**src/rtl/if_fetch_stage_pkg.sv**
```systemverilog
// Shared definitions for the instruction-fetch stage: state encoding, bundle
// field bounds, PC arithmetic constants and the reset-PC default.
package if_fetch_stage_pkg;

  typedef enum logic [1:0] {
    ST_START = 2'd0,
    ST_FETCH = 2'd1,
    ST_HOLD  = 2'd2,
    ST_DROP  = 2'd3
  } fetch_state_e;

  localparam int BUNDLE_W  = 64;
  localparam int NEXTPC_LO = 0;
  localparam int NEXTPC_HI = 31;
  localparam int INSTR_LO  = 32;
  localparam int INSTR_HI  = 63;

  localparam logic [31:0] PC_INC           = 32'd4;
  localparam logic [31:0] RESET_PC_DEFAULT = 32'h0000_0000;

  // Branch targets are word addresses; the two byte-offset bits are dropped.
  function automatic logic [0:31] word_align(input logic [0:31] a);
    return {a[0:29], 2'b00};
  endfunction

endpackage

```
**src/rtl/if_fetch_stage_perf_cnt.sv**
```systemverilog
// Delivered-instruction and bubble counters for the fetch stage; both wrap
// modulo 2^32.
module fetch_perf_cnt (
  input  logic        clk,
  input  logic        reset,
  input  logic        fetch_inc_i,
  input  logic        bubble_inc_i,
  output logic [0:31] fetch_count_o,
  output logic [0:31] bubble_count_o
);

  logic [0:31] fetch_q, fetch_d;
  logic [0:31] bubble_q, bubble_d;

  always_comb begin
    fetch_d  = fetch_q  + (fetch_inc_i  ? 32'd1 : 32'd0);
    bubble_d = bubble_q + (bubble_inc_i ? 32'd1 : 32'd0);
  end

  always_ff @(posedge clk) begin
    if (reset) begin
      fetch_q  <= '0;
      bubble_q <= '0;
    end else begin
      fetch_q  <= fetch_d;
      bubble_q <= bubble_d;
    end
  end

  assign fetch_count_o  = fetch_q;
  assign bubble_count_o = bubble_q;

endmodule

```
**src/rtl/if_fetch_stage.sv**
```systemverilog
// Instruction-fetch stage: owns the PC, issues single-outstanding imem fetches
// and drives the IF/ID bundle and flush. IF_FETCH_PERF_CNT_EN adds perf counters.
module if_fetch_stage
  import if_fetch_stage_pkg::*;
#(
  parameter logic [31:0] RESET_PC = RESET_PC_DEFAULT,
  parameter int          WIDTH    = BUNDLE_W
) (
  input  logic             clk,
  input  logic             reset,
  input  logic             stall,
  input  logic             redirect,
  input  logic [0:31]      redirect_pc,
  output logic             imem_req,
  output logic [0:31]      imem_addr,
  input  logic             imem_rdy,
  input  logic [0:31]      imem_data,
  output logic [0:WIDTH-1] out,
  output logic             flush
`ifdef IF_FETCH_PERF_CNT_EN
  ,
  output logic [0:31]      fetch_count,
  output logic [0:31]      bubble_count
`endif
);

  if (WIDTH != BUNDLE_W) begin : g_width_chk
    $error("if_fetch_stage: WIDTH must be 64");
  end

  fetch_state_e     state_q, state_d;
  logic [0:31]      pc_q, pc_d;
  logic [0:31]      tgt_q, tgt_d;
  logic [0:31]      hold_q, hold_d;
  logic [0:WIDTH-1] out_q, out_d;
  logic             flush_q, flush_d;

  logic        deliver;
  logic        bubble;
  logic [0:31] pc_plus4;
  logic [0:31] redir_tgt;
  logic [0:31] deliver_instr;

  assign pc_plus4      = pc_q + PC_INC;
  assign redir_tgt     = word_align(redirect_pc);
  assign deliver_instr = (state_q == ST_HOLD) ? hold_q : imem_data;

  always_comb begin
    state_d = state_q;
    pc_d    = pc_q;
    tgt_d   = tgt_q;
    hold_d  = hold_q;
    out_d   = out_q;
    flush_d = flush_q;
    deliver = 1'b0;
    bubble  = 1'b0;

    case (state_q)
      ST_START: state_d = ST_FETCH;

      ST_FETCH: begin
        if (redirect) begin
          bubble = 1'b1;
          if (imem_rdy) begin
            pc_d = redir_tgt;
          end else begin
            // Request already on the bus: let it finish, then squash it.
            tgt_d   = redir_tgt;
            state_d = ST_DROP;
          end
        end else if (imem_rdy) begin
          if (!stall) begin
            deliver = 1'b1;
          end else begin
            hold_d  = imem_data;
            state_d = ST_HOLD;
          end
        end else if (!stall) begin
          bubble = 1'b1;
        end
      end

      ST_HOLD: begin
        if (redirect) begin
          bubble  = 1'b1;
          pc_d    = redir_tgt;
          state_d = ST_FETCH;
        end else if (!stall) begin
          deliver = 1'b1;
          state_d = ST_FETCH;
        end
      end

      ST_DROP: begin
        bubble = 1'b1;
        if (imem_rdy) begin
          pc_d    = redirect ? redir_tgt : tgt_q;
          state_d = ST_FETCH;
        end else if (redirect) begin
          tgt_d = redir_tgt;
        end
      end

      default: state_d = ST_START;
    endcase

    if (deliver) begin
      out_d[NEXTPC_LO:NEXTPC_HI] = pc_plus4;
      out_d[INSTR_LO:INSTR_HI]   = deliver_instr;
      flush_d                    = 1'b0;
      pc_d                       = pc_plus4;
    end
    if (bubble) begin
      flush_d = 1'b1;
    end
  end

  always_ff @(posedge clk) begin
    if (reset) begin
      state_q <= ST_START;
      pc_q    <= RESET_PC;
      tgt_q   <= '0;
      hold_q  <= '0;
      out_q   <= '0;
      flush_q <= 1'b1;
    end else begin
      state_q <= state_d;
      pc_q    <= pc_d;
      tgt_q   <= tgt_d;
      hold_q  <= hold_d;
      out_q   <= out_d;
      flush_q <= flush_d;
    end
  end

  // Dropping req while reset is high abandons any in-flight transfer at once.
  assign imem_req  = ((state_q == ST_FETCH) || (state_q == ST_DROP)) && !reset;
  assign imem_addr = pc_q;
  assign out       = out_q;
  assign flush     = flush_q;

`ifdef IF_FETCH_PERF_CNT_EN
  fetch_perf_cnt u_perf_cnt (
    .clk            (clk),
    .reset          (reset),
    .fetch_inc_i    (deliver && !reset),
    .bubble_inc_i   (bubble && !reset),
    .fetch_count_o  (fetch_count),
    .bubble_count_o (bubble_count)
  );
`endif

endmodule

```
**config.mk**
```make
export PLATFORM = sky130hd
export DESIGN_NAME = if_fetch_stage
export DESIGN_NICKNAME = d
export VERILOG_FILES = /design/src/rtl/if_fetch_stage_pkg.sv /design/src/rtl/if_fetch_stage_perf_cnt.sv /design/src/rtl/if_fetch_stage.sv
export SDC_FILE = /design/constraint.sdc
export NUM_CORES = 1
export LEC_CHECK = 0
export CORE_MARGIN = 2
export CORE_UTILIZATION = 50
export CTS_BUF_LIST = sky130_fd_sc_hd__clkbuf_8
export DETAILED_ROUTE_END_ITERATION = 12
export DONT_BUFFER_PORTS = 1
export GPL_TIMING_DRIVEN = 0
export PLACE_DENSITY = 0.65
export SETUP_SLACK_MARGIN = 0.05
export SYNTH_ARGS = -nofsm -noshare
export SYNTH_HDL_FRONTEND = slang
export SYNTH_SLANG_ARGS = --single-unit
```
**constraint.sdc**
```tcl
create_clock -name clk -period 3.25 [get_ports clk]
set_input_delay 0 -clock clk [delete_from_list [all_inputs] [get_ports clk]]
set_output_delay 0 -clock clk [all_outputs]
set_load 0.1 [all_outputs]
```
==> reports/summary.txt, run 1 <==
class of the worst hold path - in2reg
Placed Instances - 1083
DP Wirelength - 15920 um
floorplan die area - 15970 um2
leakage power - 3.135 nW
top cell family by delay on the critical path - simple AND/OR/NAND/NOR gates
count of distinct cell types in the synthesized netlist - 51
post-synth top area cell - sky130_fd_sc_hd__dfxtp_1
count of yosys warnings during synthesis - 0
buffers from clock root to sink, at most - 2
clock buffers created by TritonCTS - 17
post-route non-filler standard cell count - 1182
Clk Latency, worst-skew pair - 0.47 ns
DRC marker count from the first detailed-route iteration - 627
largest net degree at the start of global routing - 17
syn avg cell area - 8.328 um2
kind of end point of the critical path - flop
portion of synthesized cell area occupied by the leading cell type - 43.58%
via count of the first global-routing pass - 6215
setup violators final - 0
Post CTS Setup Buffer Count - 0
sequential share of the synthesized area - 43.58%
number of iterations in the first detailed-routing pass - 5
outcome - finished, final reports clean
Starting Density - 51.32%
cells along the critical path - buf_2 > nand4_4 > or4_4 > or4_4 > xnor2_1 > a211oi_1
top cells by instance count after synthesis - sky130_fd_sc_hd__dfxtp_1, sky130_fd_sc_hd__nor2_1, sky130_fd_sc_hd__nand2_1, sky130_fd_sc_hd__a211oi_1, sky130_fd_sc_hd__a21oi_1
setup clock skew after layout - 0.01085 ns
placeable core region - 14590 um2
cell area after synthesis - 7487 um2
relative max-transition margin - 16.47%
Worst-path clk slew - 0.09 ns
number of buffers and inverters on the critical path - 1
critical path's slowest cell - sky130_fd_sc_hd__dfxtp_1
final global-route overflow total - 0
main area contributors after synthesis - sky130_fd_sc_hd__dfxtp_1, sky130_fd_sc_hd__mux2i_1, sky130_fd_sc_hd__a211oi_1
proportion of layout cells with a drive suffix above 1 - 6.012%
clock sinks - 163
number of placement rows - 44
data arrival time of the critical path - 3.46 ns
met1 layer wirelength in the final routing - 10390 um
maximum fanout along the worst path - 9
combined global-route utilization of all metal layers - 27.94%
synthesized instance count - 899
Via Count - 6778
antenna viol nets, final - 0
transition time at the pin with the least slew margin - 1.251 ns
worst reg-to-reg setup slack - 0.18 ns
uppermost layer routed - met4
x dimension of the die - 126.4 um
delay of the slowest critical-path stage - 0.96 ns
total length of routed met2 wires - 9764 um
antenna violations before repair - 0
ratio of total power to cell area - 608.6 nW/um2
aggregate routed wire length - 22530 um
Main synth FF type - sky130_fd_sc_hd__dfxtp_1
Antenna Diode Count - 0
fin crit share - 94.48%
synthesis-to-finish area growth - 17.76%
FFs w/ async S/R, synth - 0%
setup repair after global routing missed its margin - yes
Avg WL per Cell - 19.06 um
Max VDD drop - 0.2890 mV
category of the critical setup timing path - reg2reg
Worst EP required - 3.64 ns
final hold violations - 0
number of H-tree levels - 4
Placer Congestion - 0.8999
most instantiated library cell after synthesis - sky130_fd_sc_hd__dfxtp_1
y dimension of the die - 126.4 um
clock period minus worst slack - 3.071 ns
number of storage elements in the synthesis netlist - 163
count of final max-slew check failures - 0
CTS Root Cell - sky130_fd_sc_hd__clkbuf_8
post-route DRC violation count - 0
wire length of the first global-routing pass - 35250 um
drt via density - 5.734
Synth Net Count - 973
Fmax achieved - 0.3257 GHz
most used cell, CP - sky130_fd_sc_hd__or4_4
met3 routed wirelength - 1940 um
Post-synth EDFFs - 0
CTS tree - yes
I/O Buffers - 0
Net count, final - 1059
count of max-cap constraint violations - 0
CP startpoint kind - flop
Ports - 167
sum of negative setup slack - 0 ns
## where the power goes
part	switching [mW]	total, mW	internal, mW
sequential	0.814	2.95	2.13
combinational	0.512	0.842	0.330
clock	0.777	1.58	0.801
## layout make-up
type | count | area, um2
Multi-Input combinational cell | 645 | 3870
Tap cell | 184 | 230.2
Sequential cell | 163 | 3269
Clock inverter | 13 | 157.7
Buffer | 76 | 301.5
Inverter | 15 | 56.30
Clock buffer | 19 | 261.5
Fill cell | 1339 | 5772
Timing Repair Buffer | 67 | 670.6
## sequential cells by signal, indices dropped and copies added (netlist names)
signal,count
out,64
hold_q,32
imem_addr,32
tgt_q,32
state_q,2
flush,1
## metrics by stage
stage	cell area, um2	setup WS, ns	util [%]	hold slack, ns	total power [mW]
floorplan	7487	0.3833	-	0.1360	3.508
CTS	8810	0.05592	60.39	0.02510	5.369
detailed placement	7720	0.06383	52.92	0.1425	3.741
global route	8817	0.02842	60.44	0.05654	5.579
finish	8817	0.1794	60.44	0.03953	5.367
global placement	7717	0.07496	52.90	0.1378	3.734
## worst min-delay path, cell delays in order
cell	delay, ns
sky130_fd_sc_hd__clkbuf_1	0.19
sky130_fd_sc_hd__o21ai_0	0.22
sky130_fd_sc_hd__a21oi_1	0.06
## cell usage in the layout, fill, tap and decap left out, drive strengths merged, types with 4 or more instances in the layout
cell type    netlist  layout
nor3              22      22
dlygate4sd3        0      67
and4               4       4
mux2i             65      65
o21ai             23      23
and3               7       7
clkbuf            64      83
a21oi             77      77
nand4              9       9
xor2               5       5
o31a               7       7
buf               12      12
a211oi            77      77
ha                 5       5
nor4               8       8
dfxtp            163     163
nand2b             4       4
nand2            111     111
inv               15      20
nor2             123     123
nand3             19      19
o211ai             4       4
xnor2             19      19
o21a               4       4
mux2               5       5
nor2b              4       4
or3                4       4
o32ai              9       9
## path summary, 6_finish.rpt
kind | from | endpoint | cells past startpoint
setup / recovery | imem_addr[22] | out[3] | 6
hold / removal | imem_rdy | tgt_q[23] | 3
setup reg to reg | imem_addr[22] | out[3] | 6
hold reg to reg | hold_q[14] | hold_q[14] | 2
## timing repair
item,in CTS,in global routing
hold buffers,67,0
hold endpoints to repair,116,0
gates resized for setup,0,7
setup endpoints to repair,0,18
## cell families after synthesis
group | share of synthesized area, %
adder cells (fa/ha/maj) | 0.8356
AO/OA/AOI/OAI | 18.77
XOR/XNOR | 2.807
flip-flops | 43.58
AND/OR/NAND/NOR | 19.80
buffers and inverters | 4.763
multiplexers | 9.442
## layer usage
metal / GRT usage (%) / up-vias
met3: 8.267 / 34
met1: 40.14 / 3124
met4: 7.886 / 0
li1: - / 3347
met5: 0 / -
met2: 40.80 / 273
No activity file was read; power rests on OpenSTA's default activity.
==> inputs of run 2 (changes only) <==
- ABC_AREA: not set -> 1
==> run 2 against run 1 <==
Design area shrank 0.58%; critical path type unchanged; synthesized cell count grew 27%; highest routed layer unchanged; register-to-register slack gained 0.26 ns.
==> reports/summary.txt, run 2 <==
outcome - finished, final reports clean
number of storage elements in the synthesis netlist - 163
antenna violations before repair - 0
setup repair after global routing missed its margin - no
buffers from clock root to sink, at most - 2
main area contributors after synthesis - sky130_fd_sc_hd__dfxtp_1, sky130_fd_sc_hd__nand2_1, sky130_fd_sc_hd__nor2_1
sequential share of the synthesized area - 43.53%
combinational family with the most area after synthesis - simple AND/OR/NAND/NOR gates
Ports - 167
P_int - 3.365 mW
Clock Power Share - 23.1%
reg-to-reg critical path endpoint - imem_addr[17]
wire length of the first global-routing pass - 36120 um
number of placement rows - 44
count of distinct cell types in the synthesized netlist - 28
complex-gate fraction of the synthesized area - 17.74%
combined global-route utilization of all metal layers - 28.39%
CP startpoint kind - flop
Placer Congestion - 0.9409
via count of the first global-routing pass - 7085
fraction of power spent switching nets - 47.80%
sum of internal, switching and leakage power - 6.447 mW
maximum fanout along the worst path - 6
cts repair resizes - 0
Worst-path clk slew - 0.09 ns
DRC marker count from the first detailed-route iteration - 455
kind of end point of the critical path - flop
Post-synth EDFFs - 0
adder-cell area share of the yosys netlist - 0.8346%
worst reg-to-reg setup slack - 0.44 ns
clock sinks - 163
transition time at the pin with the least slew margin - 1.186 ns
FFs w/ async S/R, synth - 0%
Post CTS Setup Buffer Count - 0
x dimension of the die - 126.4 um
number of iterations in the first detailed-routing pass - 7
top cells by instance count after synthesis - sky130_fd_sc_hd__nand2_1, sky130_fd_sc_hd__nor2_1, sky130_fd_sc_hd__dfxtp_1, sky130_fd_sc_hd__o21ai_0, sky130_fd_sc_hd__a21oi_1
number of H-tree levels - 4
Critical Path Sink - imem_addr[17]
reg2reg path depth - 9
fin crit share - 86.40%
category of the critical setup timing path - reg2reg
post-synth top area cell - sky130_fd_sc_hd__dfxtp_1
sum of negative setup slack - 0 ns
setup clock skew after layout - 0.01100 ns
count of yosys warnings during synthesis - 0
Synth Area in XOR/XNOR - 0.3505%
commonest non-fill, non-tap cell in the layout - sky130_fd_sc_hd__nand2_1
count of max-cap constraint violations - 0
clock buffers created by TritonCTS - 17
Fmax achieved - 0.3561 GHz
mux contribution to synthesized area - 0.1335%
I/O Buffers - 0
Simple-Gate Fraction of Synth Area - 29.18%
count of final max-slew check failures - 0
Synth Net Count - 1212
floorplan die area - 15990 um2
syn avg cell area - 6.587 um2
ratio of total power to cell area - 735.5 nW/um2
Max VDD drop - 0.2760 mV
Avg WL per Cell - 15.93 um
Starting Density - 51.38%
Net count, final - 1295
leakage power - 3.675 nW
CTS Root Cell - sky130_fd_sc_hd__clkbuf_8
post-route DRC violation count - 0
final-layout worst hold slack - 0.02489 ns
clock period minus worst slack - 2.808 ns
combinational share of power - 20.5%
class of the worst hold path - in2reg
setup violators final - 0
switching power summed over all nets - 3.082 mW
portion of synthesized cell area occupied by the leading cell type - 43.53%
synthesized instance count - 1138
worst flop-to-flop path startpoint - imem_addr[29]
cell area after synthesis - 7496 um2
data arrival time of the critical path - 3.18 ns
Antenna Diode Count - 0
final global-route overflow total - 0
CTS tree - yes
final hold violations - 0
Via Count - 7439
synthesis-to-finish area growth - 16.94%
antenna viol nets, final - 0
proportion of layout cells with a drive suffix above 1 - 5.916%
Clk Latency, worst-skew pair - 0.47 ns
crit path launch - imem_addr[29]
number of flip-flops under the largest register name - 64
Worst EP required - 3.62 ns
most frequent cells in the layout - sky130_fd_sc_hd__nand2_1, sky130_fd_sc_hd__nor2_1, sky130_fd_sc_hd__dfxtp_1
most instantiated library cell after synthesis - sky130_fd_sc_hd__nand2_1
placeable core region - 14590 um2
Hold Buf Count CTS - 64
relative max-transition margin - 20.82%
Main synth FF type - sky130_fd_sc_hd__dfxtp_1
share of power burned in registers - 56.4%
aggregate routed wire length - 22580 um
largest net degree at the start of global routing - 17
DP Wirelength - 16790 um
drt via density - 5.246
y dimension of the die - 126.4 um
[run 2: cell count changes in the layout (fill, tap and decap cells not counted), moves of 16 or more]
cell | previous run | this run
sky130_fd_sc_hd__buf_2 | 6 | 22
sky130_fd_sc_hd__a211oi_1 | 77 | 0
sky130_fd_sc_hd__inv_1 | 17 | 77
sky130_fd_sc_hd__mux2i_1 | 65 | 1
sky130_fd_sc_hd__xnor2_1 | 19 | 0
sky130_fd_sc_hd__clkbuf_1 | 63 | 37
sky130_fd_sc_hd__o21ai_0 | 23 | 125
sky130_fd_sc_hd__nand2_1 | 111 | 307
sky130_fd_sc_hd__nor3_1 | 22 | 1
sky130_fd_sc_hd__a31oi_1 | 3 | 32
sky130_fd_sc_hd__nor2_1 | 122 | 213
sky130_fd_sc_hd__a21oi_1 | 76 | 98
[run 2: cells by family after synthesis]
family	after synthesis
AND/OR/NAND/NOR	561
XOR/XNOR	3
adder cells (fa/ha/maj)	5
multiplexers	1
flip-flops	163
buffers and inverters	148
AO/OA/AOI/OAI	257
[run 2: power groups by stage]
stage                     Clock, mW  Sequential [mW]  Combinational, mW
after floorplan                   0             3.57              0.969
after global placement            0             3.67               1.23
after detailed placement          0             3.68               1.24
after CTS                      1.51             3.63               1.32
after global routing           1.59             3.67               1.50
final                          1.49             3.64               1.32
[run 2: worst max-delay path, stage by stage (launching register included)]
cell	delay, ns
sky130_fd_sc_hd__dfxtp_1	1.12
sky130_fd_sc_hd__ha_1	0.36
sky130_fd_sc_hd__nand2_1	0.10
sky130_fd_sc_hd__nor2_2	0.25
sky130_fd_sc_hd__nand2_1	0.17
sky130_fd_sc_hd__nor2_2	0.28
sky130_fd_sc_hd__nand2_1	0.08
sky130_fd_sc_hd__nand3_1	0.15
sky130_fd_sc_hd__nand3_1	0.07
sky130_fd_sc_hd__and2_1	0.13
[run 2: worst min path at each step]
stage               depth (start not counted)            start    endpoint  slack, ns
finish                                      6  redirect_pc[29]   tgt_q[29]       0.02
global route                                4         imem_rdy  state_q[0]       0.05
CTS                                         4         imem_rdy  state_q[0]     0.0009
detailed placement                          2    imem_data[30]  hold_q[30]       0.14
global placement                            2    imem_data[11]  hold_q[11]       0.14
floorplan                                   2     imem_data[0]   hold_q[0]       0.13
[run 2: area by class of cell]
type / count / area (um2)
fill: 1427 / 5823
multi-input combinational: 827 / 3618
sequential: 163 / 3263
timing repair buffer: 64 / 640.6
buffer: 67 / 312.8
inverter: 81 / 304.0
clock buffer: 20 / 275.3
tap: 184 / 230.2
clock inverter: 12 / 121.4
[run 2: per-stage QoR]
step / worst slack [ns] / util [%] / area (um2) / instances
after floorplan: 0.8772 / - / 7496 / 1138
after global placement: 0.4788 / 52.96 / 7726 / 1322
after detailed placement: 0.4868 / 52.98 / 7729 / 1322
after global routing: 0.2772 / 60.09 / 8766 / 1418
after CTS: 0.4775 / 60.09 / 8766 / 1418
final: 0.4420 / 60.09 / 8766 / 1418
[run 2: routing by layer]
metal | track usage [%] | routed length (um)
met1 | 34.22 | 9332
met4 | 10.60 | 700
met2 | 48.22 | 10720
met5 | 0 | 0
met3 | 8.013 | 1826
